==> src/rtl/ulx3s_pll_phase_stepper_if.sv <==
// Request/status handshake between a phase-trim client and the ULX3S PLL phase stepper.
interface ulx3s_pll_phase_stepper_if;
  logic       req_valid;
  logic       req_ready;
  logic [1:0] req_sel;
  logic       req_dir;
  logic [7:0] req_steps;
  logic       done;
  logic       err;
  logic       busy;

  modport master (
    output req_valid, req_sel, req_dir, req_steps,
    input  req_ready, done, err, busy
  );

  modport slave (
    input  req_valid, req_sel, req_dir, req_steps,
    output req_ready, done, err, busy
  );
endinterface

==> src/rtl/ulx3s_pll_phase_stepper.sv <==
// Sequences the ECP5 EHXPLLL dynamic phase-shift strobes (PHASESEL/PHASEDIR/PHASESTEP),
// tracks the accumulated step count of each PLL output and waits for LOCK before completing.
module ulx3s_pll_phase_stepper #(
  parameter int unsigned SETUP_CYCLES = 4,
  parameter int unsigned PULSE_CYCLES = 4,
  parameter int unsigned GAP_CYCLES   = 8,
  parameter int unsigned LOCK_TIMEOUT = 65535
) (
  input  logic                     clock,
  input  logic                     reset,
  ulx3s_pll_phase_stepper_if.slave req_if,
  output logic [31:0]              phase_count,
  input  logic                     pll_locked,
  output logic [1:0]               pll_phasesel,
  output logic                     pll_phasedir,
  output logic                     pll_phasestep,
  output logic                     pll_phaseloadreg
);

  typedef enum logic [2:0] {
    ST_IDLE      = 3'd0,
    ST_SETUP     = 3'd1,
    ST_STEP_LOW  = 3'd2,
    ST_STEP_HIGH = 3'd3,
    ST_WAIT_LOCK = 3'd4
  } state_t;

  localparam logic [15:0] SETUP_LAST   = 16'(SETUP_CYCLES - 1);
  localparam logic [15:0] PULSE_LAST   = 16'(PULSE_CYCLES - 1);
  localparam logic [15:0] GAP_LAST     = 16'(GAP_CYCLES - 1);
  localparam logic [15:0] TIMEOUT_LAST = 16'(LOCK_TIMEOUT - 1);

  state_t      r_state;
  logic [15:0] r_cnt;
  logic [7:0]  r_rem;
  logic [1:0]  r_sel;
  logic        r_dir;
  logic        r_step;
  logic [31:0] r_count;
  logic        r_done;
  logic        r_err;
  logic        r_busy;
  logic        r_ready;

  state_t      w_state_next;
  logic [15:0] w_cnt_next;
  logic [7:0]  w_rem_next;
  logic [1:0]  w_sel_next;
  logic        w_dir_next;
  logic        w_step_next;
  logic [31:0] w_count_next;
  logic        w_done_next;
  logic        w_err_next;
  logic        w_busy_next;
  logic        w_ready_next;
  logic        w_accept;
  logic        w_enter_low;

  // Moves one 8-bit lane of the packed counters by one step, wrapping modulo 256.
  function automatic logic [31:0] step_counter(input logic [31:0] counts,
                                               input logic [1:0]  sel,
                                               input logic        dir);
    logic [31:0] result;
    logic [7:0]  lane;
    result = counts;
    lane   = counts[{sel, 3'b000} +: 8];
    if (dir) begin
      lane = lane - 8'd1;
    end else begin
      lane = lane + 8'd1;
    end
    result[{sel, 3'b000} +: 8] = lane;
    return result;
  endfunction

  assign w_accept = req_if.req_valid && r_ready && (r_state == ST_IDLE);

  // Next-state and next-output logic of the stepping sequence.
  always_comb begin
    w_state_next = r_state;
    w_cnt_next   = r_cnt + 16'd1;
    w_rem_next   = r_rem;
    w_sel_next   = r_sel;
    w_dir_next   = r_dir;
    w_step_next  = r_step;
    w_count_next = r_count;
    w_done_next  = 1'b0;
    w_err_next   = r_err;
    w_enter_low  = 1'b0;

    case (r_state)
      ST_IDLE: begin
        w_cnt_next = 16'd0;
        if (w_accept) begin
          w_sel_next = req_if.req_sel;
          w_dir_next = req_if.req_dir;
          w_rem_next = req_if.req_steps;
          w_err_next = 1'b0;
          if (req_if.req_steps != 8'd0) begin
            w_state_next = ST_SETUP;
          end else begin
            w_state_next = ST_WAIT_LOCK;
          end
        end else begin
          w_state_next = ST_IDLE;
        end
      end
      ST_SETUP: begin
        if (r_cnt == SETUP_LAST) begin
          w_enter_low  = 1'b1;
          w_state_next = ST_STEP_LOW;
          w_cnt_next   = 16'd0;
        end else begin
          w_state_next = ST_SETUP;
        end
      end
      ST_STEP_LOW: begin
        if (r_cnt == PULSE_LAST) begin
          w_step_next  = 1'b1;
          w_state_next = ST_STEP_HIGH;
          w_cnt_next   = 16'd0;
        end else begin
          w_state_next = ST_STEP_LOW;
        end
      end
      ST_STEP_HIGH: begin
        if (r_cnt == GAP_LAST) begin
          w_cnt_next = 16'd0;
          if (r_rem != 8'd0) begin
            w_enter_low  = 1'b1;
            w_state_next = ST_STEP_LOW;
          end else begin
            w_state_next = ST_WAIT_LOCK;
          end
        end else begin
          w_state_next = ST_STEP_HIGH;
        end
      end
      ST_WAIT_LOCK: begin
        // Lock wins over a timeout that expires in the same cycle.
        if (pll_locked) begin
          w_done_next  = 1'b1;
          w_state_next = ST_IDLE;
        end else if (r_cnt == TIMEOUT_LAST) begin
          w_err_next   = 1'b1;
          w_done_next  = 1'b1;
          w_state_next = ST_IDLE;
        end else begin
          w_state_next = ST_WAIT_LOCK;
        end
      end
      default: begin
        w_state_next = ST_IDLE;
        w_cnt_next   = 16'd0;
        w_step_next  = 1'b1;
      end
    endcase

    if (w_enter_low) begin
      w_step_next  = 1'b0;
      w_rem_next   = r_rem - 8'd1;
      w_count_next = step_counter(r_count, r_sel, r_dir);
    end else begin
      w_count_next = w_count_next;
    end

    w_busy_next  = (w_state_next != ST_IDLE);
    w_ready_next = (r_state == ST_IDLE) && pll_locked && !w_accept;
  end

  // State and output registers; reset forces PHASESTEP idle-high immediately.
  always_ff @(posedge clock or posedge reset) begin
    if (reset) begin
      r_state <= ST_IDLE;
      r_cnt   <= 16'd0;
      r_rem   <= 8'd0;
      r_sel   <= 2'd0;
      r_dir   <= 1'b1;
      r_step  <= 1'b1;
      r_count <= 32'd0;
      r_done  <= 1'b0;
      r_err   <= 1'b0;
      r_busy  <= 1'b0;
      r_ready <= 1'b0;
    end else begin
      r_state <= w_state_next;
      r_cnt   <= w_cnt_next;
      r_rem   <= w_rem_next;
      r_sel   <= w_sel_next;
      r_dir   <= w_dir_next;
      r_step  <= w_step_next;
      r_count <= w_count_next;
      r_done  <= w_done_next;
      r_err   <= w_err_next;
      r_busy  <= w_busy_next;
      r_ready <= w_ready_next;
    end
  end

  assign req_if.req_ready = r_ready;
  assign req_if.done      = r_done;
  assign req_if.err       = r_err;
  assign req_if.busy      = r_busy;
  assign phase_count      = r_count;
  assign pll_phasesel     = r_sel;
  assign pll_phasedir     = r_dir;
  assign pll_phasestep    = r_step;
  assign pll_phaseloadreg = 1'b1;

endmodule

==> src/flat_wrapper.sv <==
// flat-port wrapper written by rule: the top's interface ports become plain ports
module ulx3s_pll_phase_stepper_flat 
#(
  parameter int unsigned SETUP_CYCLES = 4,
  parameter int unsigned PULSE_CYCLES = 4,
  parameter int unsigned GAP_CYCLES   = 8,
  parameter int unsigned LOCK_TIMEOUT = 65535
)
  (clock, reset, phase_count, pll_locked, pll_phasesel, pll_phasedir, pll_phasestep, pll_phaseloadreg, req_if_req_valid, req_if_req_sel, req_if_req_dir, req_if_req_steps, req_if_req_ready, req_if_done, req_if_err, req_if_busy);
  ulx3s_pll_phase_stepper_if req_if_i ();
  input  logic clock;
  input  logic reset;
  output logic [31:0] phase_count;
  input  logic pll_locked;
  output logic [1:0] pll_phasesel;
  output logic pll_phasedir;
  output logic pll_phasestep;
  output logic pll_phaseloadreg;
  input wire logic [$bits(req_if_i.req_valid)-1:0] req_if_req_valid;
  input wire logic [$bits(req_if_i.req_sel)-1:0] req_if_req_sel;
  input wire logic [$bits(req_if_i.req_dir)-1:0] req_if_req_dir;
  input wire logic [$bits(req_if_i.req_steps)-1:0] req_if_req_steps;
  output wire logic [$bits(req_if_i.req_ready)-1:0] req_if_req_ready;
  output wire logic [$bits(req_if_i.done)-1:0] req_if_done;
  output wire logic [$bits(req_if_i.err)-1:0] req_if_err;
  output wire logic [$bits(req_if_i.busy)-1:0] req_if_busy;
  assign req_if_i.req_valid = req_if_req_valid;
  assign req_if_i.req_sel = req_if_req_sel;
  assign req_if_i.req_dir = req_if_req_dir;
  assign req_if_i.req_steps = req_if_req_steps;
  assign req_if_req_ready = req_if_i.req_ready;
  assign req_if_done = req_if_i.done;
  assign req_if_err = req_if_i.err;
  assign req_if_busy = req_if_i.busy;
  ulx3s_pll_phase_stepper #(.SETUP_CYCLES(SETUP_CYCLES), .PULSE_CYCLES(PULSE_CYCLES), .GAP_CYCLES(GAP_CYCLES), .LOCK_TIMEOUT(LOCK_TIMEOUT)) u_core (.clock(clock), .reset(reset), .req_if(req_if_i), .phase_count(phase_count), .pll_locked(pll_locked), .pll_phasesel(pll_phasesel), .pll_phasedir(pll_phasedir), .pll_phasestep(pll_phasestep), .pll_phaseloadreg(pll_phaseloadreg));
endmodule
==> config.mk <==
export PLATFORM = sky130hd
export DESIGN_NAME = ulx3s_pll_phase_stepper_flat
export DESIGN_NICKNAME = d
export VERILOG_FILES = /design/src/rtl/ulx3s_pll_phase_stepper_if.sv /design/src/rtl/ulx3s_pll_phase_stepper.sv /design/src/flat_wrapper.sv
export SDC_FILE = /design/constraint.sdc
export NUM_CORES = 1
export LEC_CHECK = 0
export ABC_CLOCK_PERIOD_IN_PS = 8450
export CAP_MARGIN = 20
export CORE_MARGIN = 5
export CORE_UTILIZATION = 30
export DETAILED_ROUTE_END_ITERATION = 6
export SLEW_MARGIN = 20
export SYNTH_ARGS = -nofsm -noshare
export SYNTH_HDL_FRONTEND = slang
export SYNTH_SLANG_ARGS = --single-unit
==> constraint.sdc <==
create_clock -name clock -period 8.45 [get_ports clock]
set_clock_uncertainty 0.2 [all_clocks]
set_input_delay 1.2675 -clock clock [delete_from_list [all_inputs] [get_ports clock]]
set_output_delay 1.2675 -clock clock [all_outputs]
set_load 0.1 [all_outputs]
## Word-level counts from Yosys, hierarchy flattened

Cells that the tools add are included.

| word-level totals | value |
|---|---|
| register bits after elaboration | 67 |
| output and inout port bits | 41 |

| operators by class | value |
|---|---|
| add/subtract/negate cells | 5 |
| eq/ne operators | 12 |
| muxes and demuxes | 32 |
| shifts and indexed selects | 3 |
| reductions and logical operators | 18 |

Operators by type and width:

| cell | count |
|---|---|
| $pmux 16 s3 | 1 |
| $mux 8 | 5 |
| $bwmux 32 | 1 |
| $mux 16 | 2 |
| $shift 8x7->32 const A | 1 |
| $shiftx 32x6->8 | 1 |
| $shiftx 8x7->32 | 1 |
| $mux 3 | 6 |
| $add 16x1->16 const B | 1 |
| $eq 16x16->1 const B | 1 |
| $eq 16x2->1 const B | 1 |
| $eq 16x3->1 const B | 1 |
| $reduce_bool 8->1 | 2 |
| $sub 8x1->8 const B | 2 |
| $pmux 3 s5 | 1 |
| $mux 1 | 12 |
| $add 8x1->8 const B | 1 |
| $neg 5->7 | 1 |
| $eq 3x2->1 const B | 2 |
| $ne 2x1->1 const B | 3 |
| $pmux 1 s2 | 3 |
| $reduce_and 2->1 | 3 |
| $reduce_bool 2->1 | 3 |
| $logic_and 1x1->1 | 4 |
| 11 further kinds | 11 |

## Depth between registers and ports, before layout

| depth | value |
|---|---|
| word-level depth | 7 |
| depth in mapped cells | 11 |

## Worst setup path before layout

Ideal clock, no wire load.

| path | value |
|---|---|
| path kind | register -> register |
| from | register u_core.r_sel[0], in the netlist u_core.pll_phasesel[0] |
| to | register u_core.r_count[14], in the netlist u_core.phase_count[14] |
| slack | 4.033 ns |
| data required time | 8.100 ns |
| clock period less this slack | 4.417 ns |
| setup time | 0.150 ns |
| arrival | 4.067 ns |
| cell stages (with the launch flop) | 11 |
| cell sequence | dfrtp_1 > clkbuf_1 > clkbuf_1 > mux4_2 > ha_1 > nor2b_1 > o21ai_1 > a21oi_1 > mux2_2 > a2111oi_1 > o31ai_1 |

| on the way | value |
|---|---|
| word-level cells in the longest chain between the ends | 6 |

Ends and longest elaborated chain:

| what | RTL line | source |
|---|---|---|
| start, declared | ulx3s_pll_phase_stepper.sv:36 | `logic [1:0] r_sel;` |
| start signal, assigned | ulx3s_pll_phase_stepper.sv:189 | `r_sel <= w_sel_next;` |
| $shiftx 32x6->8 | ulx3s_pll_phase_stepper.sv:66 | `lane = counts[{sel, 3'b000} +: 8];` |
| $add 8x1->8 or $sub 8x1->8 (tied branches) | ulx3s_pll_phase_stepper.sv:70, ulx3s_pll_phase_stepper.sv:68 |  |
| $mux 8 | ulx3s_pll_phase_stepper.sv:67 | `if (dir) begin` |
| $mux 8 | ulx3s_pll_phase_stepper.sv:159 | `if (w_enter_low) begin` |
| $shiftx 8x7->32 | ulx3s_pll_phase_stepper.sv:72 | `result[{sel, 3'b000} +: 8] = lane;` |
| $bwmux 32 * | ulx3s_pll_phase_stepper.sv:72 |  |
| end signal, assigned | ulx3s_pll_phase_stepper.sv:192 | `r_count <= w_count_next;` |
| end, declared | ulx3s_pll_phase_stepper.sv:39 | `logic [31:0] r_count;` |

Every way passes the cells marked *; elsewhere a longest branch is shown, timed or not. The select of a mux whose other input is x is not followed.
A chain may end at the register's enable or synchronous reset.

## Worst setup path after layout

| path | value |
|---|---|
| from | register u_core.r_sel[0], in the netlist u_core.pll_phasesel[0] |
| to | output port pll_phasesel[0] |

RTL lines:

| what | RTL line | source |
|---|---|---|
| end, declared | flat_wrapper.sv:15 | `output logic [1:0] pll_phasesel;` |

No word-level cell between the ends.

==> results by group <==
STA
  – Final setup TNS: 0 ps
  – Setup violators final: 0
  – Max-slew violation count: 0
  – RSZ-0062 raised after global routing: no
  – Final WS setup: 4470 ps
  – Fmax: 0.251 GHz
  – Crit path time final: 3980 ps
  – Tightest Pin Transition: about 1000 ps
  – Max-slew headroom: 33.0%
  – Final Cycle Share: 47.2%
  – Hold Fails Final Rpt: 0
  – Hold Slack: approximately 300 ps

Routing
  – DRC: 0
  – Final wirelength: roughly 9000 µm
  – Vias per cell: roughly 4.9
  – Via count: 2934
  – Routed Antenna Nets: 0
  – Initial drt markers: just under 200
  – Pre-Repair DR Iteration Count: 4
  – Wire length per cell: 15.1 µm

Floorplan
  – # rows: 40
  – Core region area: 0.0121 mm²
  – Die X: around 120 µm
  – Die ar.: 0.0148 mm²
  – Starting Density: a little over 30%
  – DIE HEIGHT: 121 µm
  – Num ports: 56

Yosys
  – Syn nets: 404
  – Area of the mapped netlist: between 0.003 and 0.004 mm²
  – Top_reg_cell synth: dfrtp_1
  – FF+latch count, synth: 67
  – Yosys top cell area share: between 40% and 50%
  – Sequential area share after synthesis: a little under half
  – Most frequent cell after synthesis: dfrtp_1
  – Syn Inst Count: 375
  – Synth Area per Inst: 9.94 µm²
  – Count of different cell masters after synthesis: 58
  – Synth top area cells: dfrtp_1 44%, nand2_1 5.3%, o31ai_1 4.6%, ha_1 4.4%, nor2_1 4.3%
  – Largest area contributor in the synthesized netlist: dfrtp_1
  – Post-synth EDFFs: 0
  – Top cells by instance count after synthesis: 65 x dfrtp_1, 53 x nand2_1, 43 x nor2_1, 23 x o31ai_1, 16 x nand3_1
  – Yosys Warn Count: 0
  – Async SR Flop Fraction: between 90% and 100%

Clocking
  – Skew-Pair Late Insertion Delay: between 300 and 400 ps
  – CTS Hold Buffers Added: 0
  – Root buffer cell: clkbuf_16
  – Clk sinks: 67
  – TritonCTS clock tree: done
  – Clock-pin slew on the worst setup and hold paths: 50 ps
  – Max clock buf depth: 2
  – Num CTS Buffers: 9
  – CTS resizes: 0
  – Post-CTS setup buffer count: 0
  – Max H-tree Level: 3

Hold path
  – Endpoint of the worst hold-timing path: u_core.r_cnt[0]
  – Hold Path Depth: 1
  – Hold Startpoint: u_core.r_cnt[0]
  – Hold WC Path Type: register to register

Worst setup path
  – Critical path arrival: 2520 ps
  – Critical R2R Launch: u_core.pll_phasesel[0]
  – CP max FO: 22
  – Reg-to-reg slack, setup: roughly 4500 ps
  – Worst r2r path cells: 8
  – CP Depth: 1
  – Critical R2R Capture: u_core.phase_count[30]
  – Delay-heaviest family, CP: buffers and inverters
  – Worst EP required: roughly 7000 ps
  – Setup CP Type: register to output port
  – Critical Path Start Type: register
  – Crit-path max cell delay: 1300 ps
  – Worst path bufs/invs: 1
  – CP Capture Type: output port
  – Slowest stage cell, crit path: clkdlybuf4s50_1
  – Worst-path cell chain: clkdlybuf4s50_1

Place
  – HPWL after DPL: 6370 µm
  – Place WS: between 4000 and 5000 ps
  – PortBufs: between 50 and 60
  – RePlAce Congestion: roughly 0.85

Final layout
  – Final Core Density: between 30% and 40%
  – Area growth, synth to finish: 26.0%
  – Nets: ~450
  – Share of cells above drive strength 1: about a tenth
  – Fill count: 1205
  – Antenna Diode Count: 0

Global routing
  – Global route overflow: 0
  – Largest net degree at the start of global routing: 68
  – Vias in the first global route: 2874
  – First-pass GRT wire length: between 10000 and 15000 µm
  – Initial antenna violation count: 0
  – GRT Util Overall: 12.8%

Run
  – Max cap viols: 0

Run status
  – Status: complete, no violations
registers in the layout, summed over array words and instances, names as in the netlist:
| signal | cells |
|---|---|
| u_core.req_if.err | 1 |
| u_core.pll_phasesel | 2 |
| u_core.r_state | 3 |
| u_core.req_if.req_ready | 1 |
| u_core.r_cnt | 16 |
| u_core.r_rem | 8 |
| u_core.pll_phasestep | 1 |
| u_core.req_if.done | 1 |
| u_core.req_if.busy | 1 |
| u_core.phase_count | 32 |
| u_core.pll_phasedir | 1 |
logic make-up after synthesis:
logic type / Yosys count / share of synthesized area [%]
AND/OR/NAND/NOR: 158 / 22.0
AO/OA/AOI/OAI: 72 / 13.8
flip-flops: 67 / 45.0
buffers and inverters: 32 / 4.06
XOR/XNOR: 20 / 4.70
adder cells (fa/ha/maj): 14 / 4.90
multiplexers: 11 / 5.47
other: 1 / 0.101
placed cells by master, fill, tap and decap left out, types with 7 or more instances in the layout:
master / Yosys / final
mux4_2: 7 / 7
o21ai_0: 11 / 11
inv_1: 14 / 13
xnor2_1: 10 / 10
nor2_1: 43 / 43
ha_1: 13 / 13
clkbuf_16: 0 / 9
clkdlybuf4s50_1: 0 / 54
nand3_1: 16 / 16
a21oi_1: 9 / 9
xor2_1: 10 / 10
o31ai_1: 23 / 23
dfrtp_1: 65 / 65
nand2_1: 53 / 53
metrics by stage:
| step | instances | cell area (µm²) |
|---|---|---|
| 6_report | 595 | 4700 |
| 5_1_grt | 595 | 4700 |
| 4_1_cts | 595 | 4700 |
| 3_5_place_dp | 581 | 4400 |
| 3_3_place_gp | 580 | 4390 |
| 2_1_floorplan | 375 | 3730 |
how the worst max path moves through the flow:
stage / end / start
after floorplan: u_core.phase_count[14] / u_core.pll_phasesel[0]
after global placement: u_core.phase_count[14] / u_core.pll_phasesel[0]
after detailed placement: u_core.phase_count[30] / u_core.pll_phasesel[0]
after CTS: pll_phasesel[0] / u_core.pll_phasesel[0]
after global routing: u_core.phase_count[30] / u_core.pll_phasesel[0]
final: pll_phasesel[0] / u_core.pll_phasesel[0]
layout make-up:
type / instances / area [µm²] / area share (%)
sequential: 67 / 1680 / 35.7
inverter: 14 / 52.6 / 1.12
tap: 168 / 210 / 4.47
clock inverter: 2 / 35.0 / 0.745
timing repair buffer: 56 / 556 / 11.8
clock buffer: 12 / 267 / 5.67
multi-input combinational: 276 / 1900 / 40.4
per-layer routing:
layer | wire (µm) | global-route usage [%] | share of wire, % | up-vias
met2 | 4200 | 19.8 | 47 | 85
li1 | - | - | - | 1430
met1 | 4120 | 16.9 | 46 | 1406
met3 | 540 | 3.73 | 6.0 | 13
met4 | 143 | 4.41 | 1.6 | 0
met5 | 0 | 0 | 0 | -
Power is not shown: default switching activity piles up to over one toggle a cycle in this logic, so the estimate is an artifact.
